## src/rtl/priority_scan_encoder.sv

```systemverilog
// Priority scan encoder: captures a request vector, then emits the index of
// every set bit one beat at a time, in priority order, over valid/ready.
// Successor to the 4-to-2 priority encoder; an all-zero vector yields a single
// beat with index 0, which matches the old encoder's default output.
module priority_scan_encoder #(
  parameter int WIDTH      = 8,
  parameter int IDXW       = $clog2(WIDTH),
  parameter bit HIGH_FIRST = 1'b1
) (
  input  logic             clk,
  input  logic             rst,
  input  logic             in_valid,
  output logic             in_ready,
  input  logic [WIDTH-1:0] in_vec,
  output logic             out_valid,
  input  logic             out_ready,
  output logic [IDXW-1:0]  out_idx,
  output logic             out_last,
  output logic             out_zero,
  output logic             busy
);

  typedef enum logic {
    IDLE = 1'b0,
    OUT  = 1'b1
  } state_t;

  state_t           state_q;
  logic [WIDTH-1:0] pending_q;
  logic [WIDTH-1:0] pending_d;
  logic             zero_q;
  logic [IDXW-1:0]  selIdx;
  logic             oneLeft;

  // Pick the winning index out of the captured vector; later loop iterations
  // override earlier ones, so the iteration order sets the priority.
  always_comb begin
    selIdx = '0;
    if (HIGH_FIRST) begin
      for (int i = 0; i < WIDTH; i++) begin
        if (pending_q[i]) selIdx = IDXW'(i);
      end
    end else begin
      for (int i = WIDTH - 1; i >= 0; i--) begin
        if (pending_q[i]) selIdx = IDXW'(i);
      end
    end
  end

  // Exactly one bit left means the current beat is the final one; pending_d
  // is the vector after the selected bit has been serviced.
  always_comb begin
    oneLeft   = (pending_q != '0) && ((pending_q & (pending_q - WIDTH'(1))) == '0);
    pending_d = pending_q & ~(WIDTH'(1) << selIdx);
  end

  // The handshake outputs come straight from the state register, so the
  // async reset clears them immediately; in_ready is also forced low in reset.
  assign in_ready  = (state_q == IDLE) && !rst;
  assign out_valid = (state_q == OUT);
  assign busy      = (state_q == OUT);
  assign out_idx   = selIdx;
  assign out_last  = (state_q == OUT) && (oneLeft || zero_q);
  assign out_zero  = zero_q;

  // Capture in IDLE, then retire one index per accepted beat until the last.
  always_ff @(posedge clk or posedge rst) begin
    if (rst) begin
      state_q   <= IDLE;
      pending_q <= '0;
      zero_q    <= 1'b0;
    end else begin
      case (state_q)
        IDLE: begin
          if (in_valid) begin
            pending_q <= in_vec;
            zero_q    <= (in_vec == '0);
            state_q   <= OUT;
          end
        end
        OUT: begin
          if (out_ready) begin
            pending_q <= pending_d;
            if (out_last) begin
              zero_q  <= 1'b0;
              state_q <= IDLE;
            end
          end
        end
        default: state_q <= IDLE;
      endcase
    end
  end

endmodule

```

## config.mk

```make
export PLATFORM = sky130hd
export DESIGN_NAME = priority_scan_encoder
export DESIGN_NICKNAME = d
export VERILOG_FILES = /design/src/rtl/priority_scan_encoder.sv
export SDC_FILE = /design/constraint.sdc
export NUM_CORES = 1
export LEC_CHECK = 0
export BUFFER_PORTS_ARGS = -buffer_cell sky130_fd_sc_hd__buf_2
export CELL_PAD_IN_SITES_DETAIL_PLACEMENT = 1
export CELL_PAD_IN_SITES_GLOBAL_PLACEMENT = 1
export CORE_AREA = 2 2 46 48
export CTS_BUF_LIST = sky130_fd_sc_hd__clkbuf_16
export DETAILED_ROUTE_END_ITERATION = 12
export DIE_AREA = 0 0 48 50
export GPL_TIMING_DRIVEN = 0
export PLACE_DENSITY = 0.76
export SLEW_MARGIN = 15
export SYNTH_ARGS = -nofsm -noshare
export SYNTH_HDL_FRONTEND = slang
export SYNTH_SLANG_ARGS = --single-unit
```

## constraint.sdc

```tcl
create_clock -name clk -period 2 [get_ports clk]
set_input_delay 0.4 -clock clk [delete_from_list [all_inputs] [get_ports clk]]
set_output_delay 0.4 -clock clk [all_outputs]
set_load 0.02 [all_outputs]
```

Yosys cells after proc, flatten, opt, wreduce, memory -nomap -nowiden:

Index checks and enable logic that the tools add are counted.

* register bits after elaboration: 10
* word-level logic and storage cells: 40

* muxes and demuxes: 18
* add/subtract/negate cells: 1
* reductions and logical operators: 10
* shift-type cells: 1
* bitwise gates (word level): 4
* equal/unequal tests: 3

Operators by type and width (number)
* AND 8 bit: 2
* zero test 8 bit: 2
* two-way mux 8 bit: 2
* one-hot mux 8 bit (2 select lines): 1
* two-way mux 3 bit: 4
* inverter 8 bit: 1
* nonzero test 8 bit: 1
* << shifter 1 x 3 -> 8 bit (first input constant): 1
* subtractor 8 x 1 -> 8 bit (second input constant): 1
* two-way mux 1 bit: 7
* inequality test 2 bit (second input constant): 3
* two-way mux 2 bit: 2
* one-hot mux 1 bit (2 select lines): 2
* logical AND 1 bit: 3
* AND reduction 3 bit: 1
* AND reduction 2 bit: 1
* zero test 1 bit: 1
* logical OR 1 bit: 1
* inverter 1 bit: 1

Longest topological paths before layout:

* depth after elaboration: 12
* depth in mapped cells: 6
* mapped depth without buffers: 5

Least setup slack after synthesis:

No wires, ideal clock.

* path kind: register to output
* from: reg pending_q[7]
* to: out out_last
* path buffers: 1
* slack: 163 ps
* cell stages (with the launch flop): 6
* data arrival time: 1437 ps
* cell sequence: dfrtp_1 -> buf_6 -> or4_1 -> nand3_1 -> a21oi_1 -> nor2_1

* longest elaborated chain between the ends: 6

Ends and longest elaborated chain
* start: declaration: RTL line 29 `logic [WIDTH-1:0] pending_q;`
* start signal: assignment: RTL line 76 `pending_q <= in_vec;`
* start signal: assignment: RTL line 83 `pending_q <= pending_d;`
* subtractor 8 x 1 -> 8 bit: RTL line 53 `oneLeft = (pending_q != '0) && ((pending_q & (pending_q - WIDTH'(1))) == '0);`
* AND 8 bit: RTL line 53
* zero test 8 bit: RTL line 53
* logical AND 1 bit *: RTL line 53
* logical OR 1 bit *: RTL line 63 `assign out_last = (state_q == OUT) && (oneLeft || zero_q);`
* logical AND 1 bit *: RTL line 63
* end: declaration: RTL line 18 `output logic out_last,`

Every way passes the cells marked *; elsewhere a longest branch is shown, timed or not.

Final worst setup path:

Same ends and word-level chain as after synthesis.

==> flow_summary.rst <==
.. list-table::
   :header-rows: 1

   * - Metric
     - Value
   * - Crit path launch type
     - flip-flop
   * - Initial DRC count
     - 6
   * - Starting Density
     - 33.9%
   * - Violated checks
     - negative setup slack
   * - Boundary pin count
     - 20
   * - Total Wirelength
     - 1.99 mm
   * - Max Clk Rate
     - 479 MHz
   * - EDFF count, synth
     - 0
   * - Initial antenna violation count
     - 0
   * - Site row count
     - 16
   * - Area of placed instances
     - 774 µm²
   * - Setup repair after global routing missed its margin
     - true
   * - DR pass1 iterations
     - 4
   * - Critical path buffers and inverters
     - 2
   * - Highest cell delay on the worst timing path
     - 0.54 ns
   * - Maximum clock skew at final layout
     - 0.000764 ns
   * - Register bit count reported by yosys
     - 10
   * - Insertion delay to the later sink of the worst-skew pair
     - 0.24 ns
   * - Root Driver
     - sky130_fd_sc_hd__clkbuf_16
   * - Placement-stage worst setup slack
     - 0.0856 ns
   * - Total CTS buffers
     - 3
   * - WP data required
     - 1.60 ns
   * - Share of the core filled with cells in the final layout
     - 47.6%
   * - Synthesized cell area
     - 646 µm²
   * - Proportion of register bits with asynchronous set or reset after synthesis
     - 100%
   * - Die extent in y
     - 50 µm
   * - Max-cap viol count
     - 0
   * - DRC violations left
     - 0
   * - Crit-path cells
     - buf_6 > or4_1 > nand3_2 > a21oi_2 > nor2_1 > buf_4
   * - Largest net degree at the start of global routing
     - 11
   * - Prevailing post-synth register cell
     - sky130_fd_sc_hd__dfrtp_1
   * - Overall power after layout
     - 1.64 mW
   * - Worst setup slack after layout
     - -0.0882 ns
   * - Status
     - finished, violations left
   * - NumNets Final
     - 111
   * - Global-route wire length before repair
     - 3.26 mm
   * - Ant diodes
     - 0
   * - Kind of capture point of the worst setup path
     - primary output
   * - HPWL reported at the end of detailed placement
     - 1.42 mm
   * - Worst slew margin relative to its limit
     - 72.6%
   * - Cell with the biggest individual delay on the critical path
     - sky130_fd_sc_hd__or4_1
   * - Post-synth net total
     - 84
   * - Number of buffer cells added on primary ports
     - 19
   * - Share of the clock period used by the worst path
     - 104%
   * - Width of the die
     - 48 µm
   * - Total gr overflow
     - 0
   * - Post-DRT Antenna Nets
     - 0
   * - Crit path DAT
     - 1.69 ns
   * - Clock tree from TritonCTS
     - done
   * - Routed wire per std cell
     - 16.0 µm
   * - Unique cell type count in the Yosys netlist
     - 32
   * - Syn_area_per_cell
     - 8.97 µm²
   * - Core footprint
     - 0.00190 mm²
   * - Count of final max-slew check failures
     - 0
   * - WS Path Type
     - flip-flop to primary output
   * - Least-Margin Pin Slew
     - 0.411 ns
   * - Via count normalized by instance count
     - 5.43
   * - Yosys warning total
     - 0
   * - Leakage Power
     - 0.418 nW
   * - Clock-pin slew on the worst setup and hold paths
     - 0.04 ns
   * - Number of vias after detailed routing
     - 679
   * - Final min period
     - 2.09 ns
   * - Final std cell area, no fill
     - 906 µm²
   * - GR Util All Layers
     - 19.5%
   * - Final Hold Viols
     - 0
   * - Number of hold buffers added after cts
     - 0
   * - Dominant delay contributor by cell family on the critical path
     - simple AND/OR/NAND/NOR gates
   * - Final-report setup violation count
     - 1
   * - Leading cell type in the layout, fill and taps excluded
     - sky130_fd_sc_hd__buf_2
   * - Die outline area
     - 0.00240 mm²
   * - Portion of the post-synthesis area used by sequential elements
     - 38.8%
   * - Maximum level of the CTS H-tree
     - 1
   * - Top library cells by usage in the layout, fill and taps aside
     - sky130_fd_sc_hd__buf_2 (17), sky130_fd_sc_hd__o21ai_0 (9), sky130_fd_sc_hd__dfrtp_1 (8)
   * - Share of post-route cells with drive strength above 1
     - 36.7%
   * - Hold WC Path Type
     - primary input to async pin
   * - Sink Count
     - 10
   * - PD cells
     - 1820 mW/mm²
   * - Maximum fanout along the worst path
     - 8
   * - Number of cells produced by synthesis
     - 72
   * - Growth of design area from synthesis to finish
     - 40.3%
   * - Worst supply voltage drop on vdd
     - 0.722 mV
   * - Last weighted congestion value of the routability-driven placer
     - 0.734
   * - Via count of the first global-routing pass
     - 694
   * - Buffers from clock root to sink, at most
     - 2
## what timing repair did
item | CTS | global route
resized for setup | 7 | 2
pin swaps | 3 | 2
setup endpoints to repair | 1 | 2
buffers inserted | 2 | 1
## cells by family (layout without fill, tap and decap cells)
kind of cell	Yosys count	count (layout)	synth area share (%)
multiplexers	2	2	3.29
XOR/XNOR	1	1	1.36
AND/OR/NAND/NOR	22	22	21.1
buffers and inverters	10	36	7.56
flip-flops	10	10	38.8
AO/OA/AOI/OAI	27	27	27.9
## state kept, by name (all words and copies together), names as in the netlist
name	flops
pending_q	8
busy	1
out_zero	1
## synthesized netlist by cell type (2+ instances only)
cell type                   n  area, µm²
sky130_fd_sc_hd__nand2_1    4       15.0
sky130_fd_sc_hd__o31ai_1    2       15.0
sky130_fd_sc_hd__inv_1      5       18.8
sky130_fd_sc_hd__nand3_1    2       10.0
sky130_fd_sc_hd__clkbuf_1   3       11.3
sky130_fd_sc_hd__nor4_1     2       12.5
sky130_fd_sc_hd__a211oi_1   2       15.0
sky130_fd_sc_hd__dfrtp_1   10        250
sky130_fd_sc_hd__o21ai_0    9       45.0
sky130_fd_sc_hd__a21oi_1    4       20.0
sky130_fd_sc_hd__a22o_1     3       26.3
sky130_fd_sc_hd__nor2_1     6       22.5
## worst paths after layout
path,start,end,slack [ns],depth (start not counted)
hold reg to reg,out_zero,out_zero,0.57,1
hold / removal,rst,pending_q[6],0.16,2
min in group clk,in_vec[1],pending_q[1],0.39,3
setup / recovery,pending_q[7],out_last,-0.09,6
setup reg to reg,pending_q[7],pending_q[0],0.36,5
max in group asynchronous,rst,pending_q[2],1.53,2
## per-layer routing
| metal | up-vias | GRT usage (%) | part of all wire, % |
|---|---|---|---|
| met5 | - | 0 | 0 |
| met3 | 5 | 2.20 | 2.5 |
| met2 | 16 | 29.6 | 49 |
| met1 | 333 | 26.8 | 46 |
| li1 | 325 | - | - |
| met4 | 0 | 9.01 | 1.9 |
## power by group
part / total [mW] / internal [mW] / switching, mW
registers: 0.383 / 0.275 / 0.108
logic: 0.906 / 0.402 / 0.503
clock network: 0.356 / 0.262 / 0.0941
total: 1.64 / 0.940 / 0.705
## through the flow
stage,TNS (ns),cells,hold slack (ns)
floorplan,0,72,0.240
global placement,0,118,0.406
detailed placement,0,118,0.409
CTS,-0.0902,124,0.164
global route,-0.226,125,0.195
finish,-0.0882,125,0.157
## area by class of cell
class | count | area (µm²)
Buffer | 5 | 31.3
Clock buffer | 3 | 75.1
Clock inverter | 1 | 3.75
Fill cell | 244 | 996
Inverter | 5 | 18.8
Multi-Input combinational cell | 52 | 368
Sequential cell | 10 | 253
Tap cell | 27 | 33.8
Timing Repair Buffer | 22 | 123
Note: power is estimated with default switching activity, not from simulation.
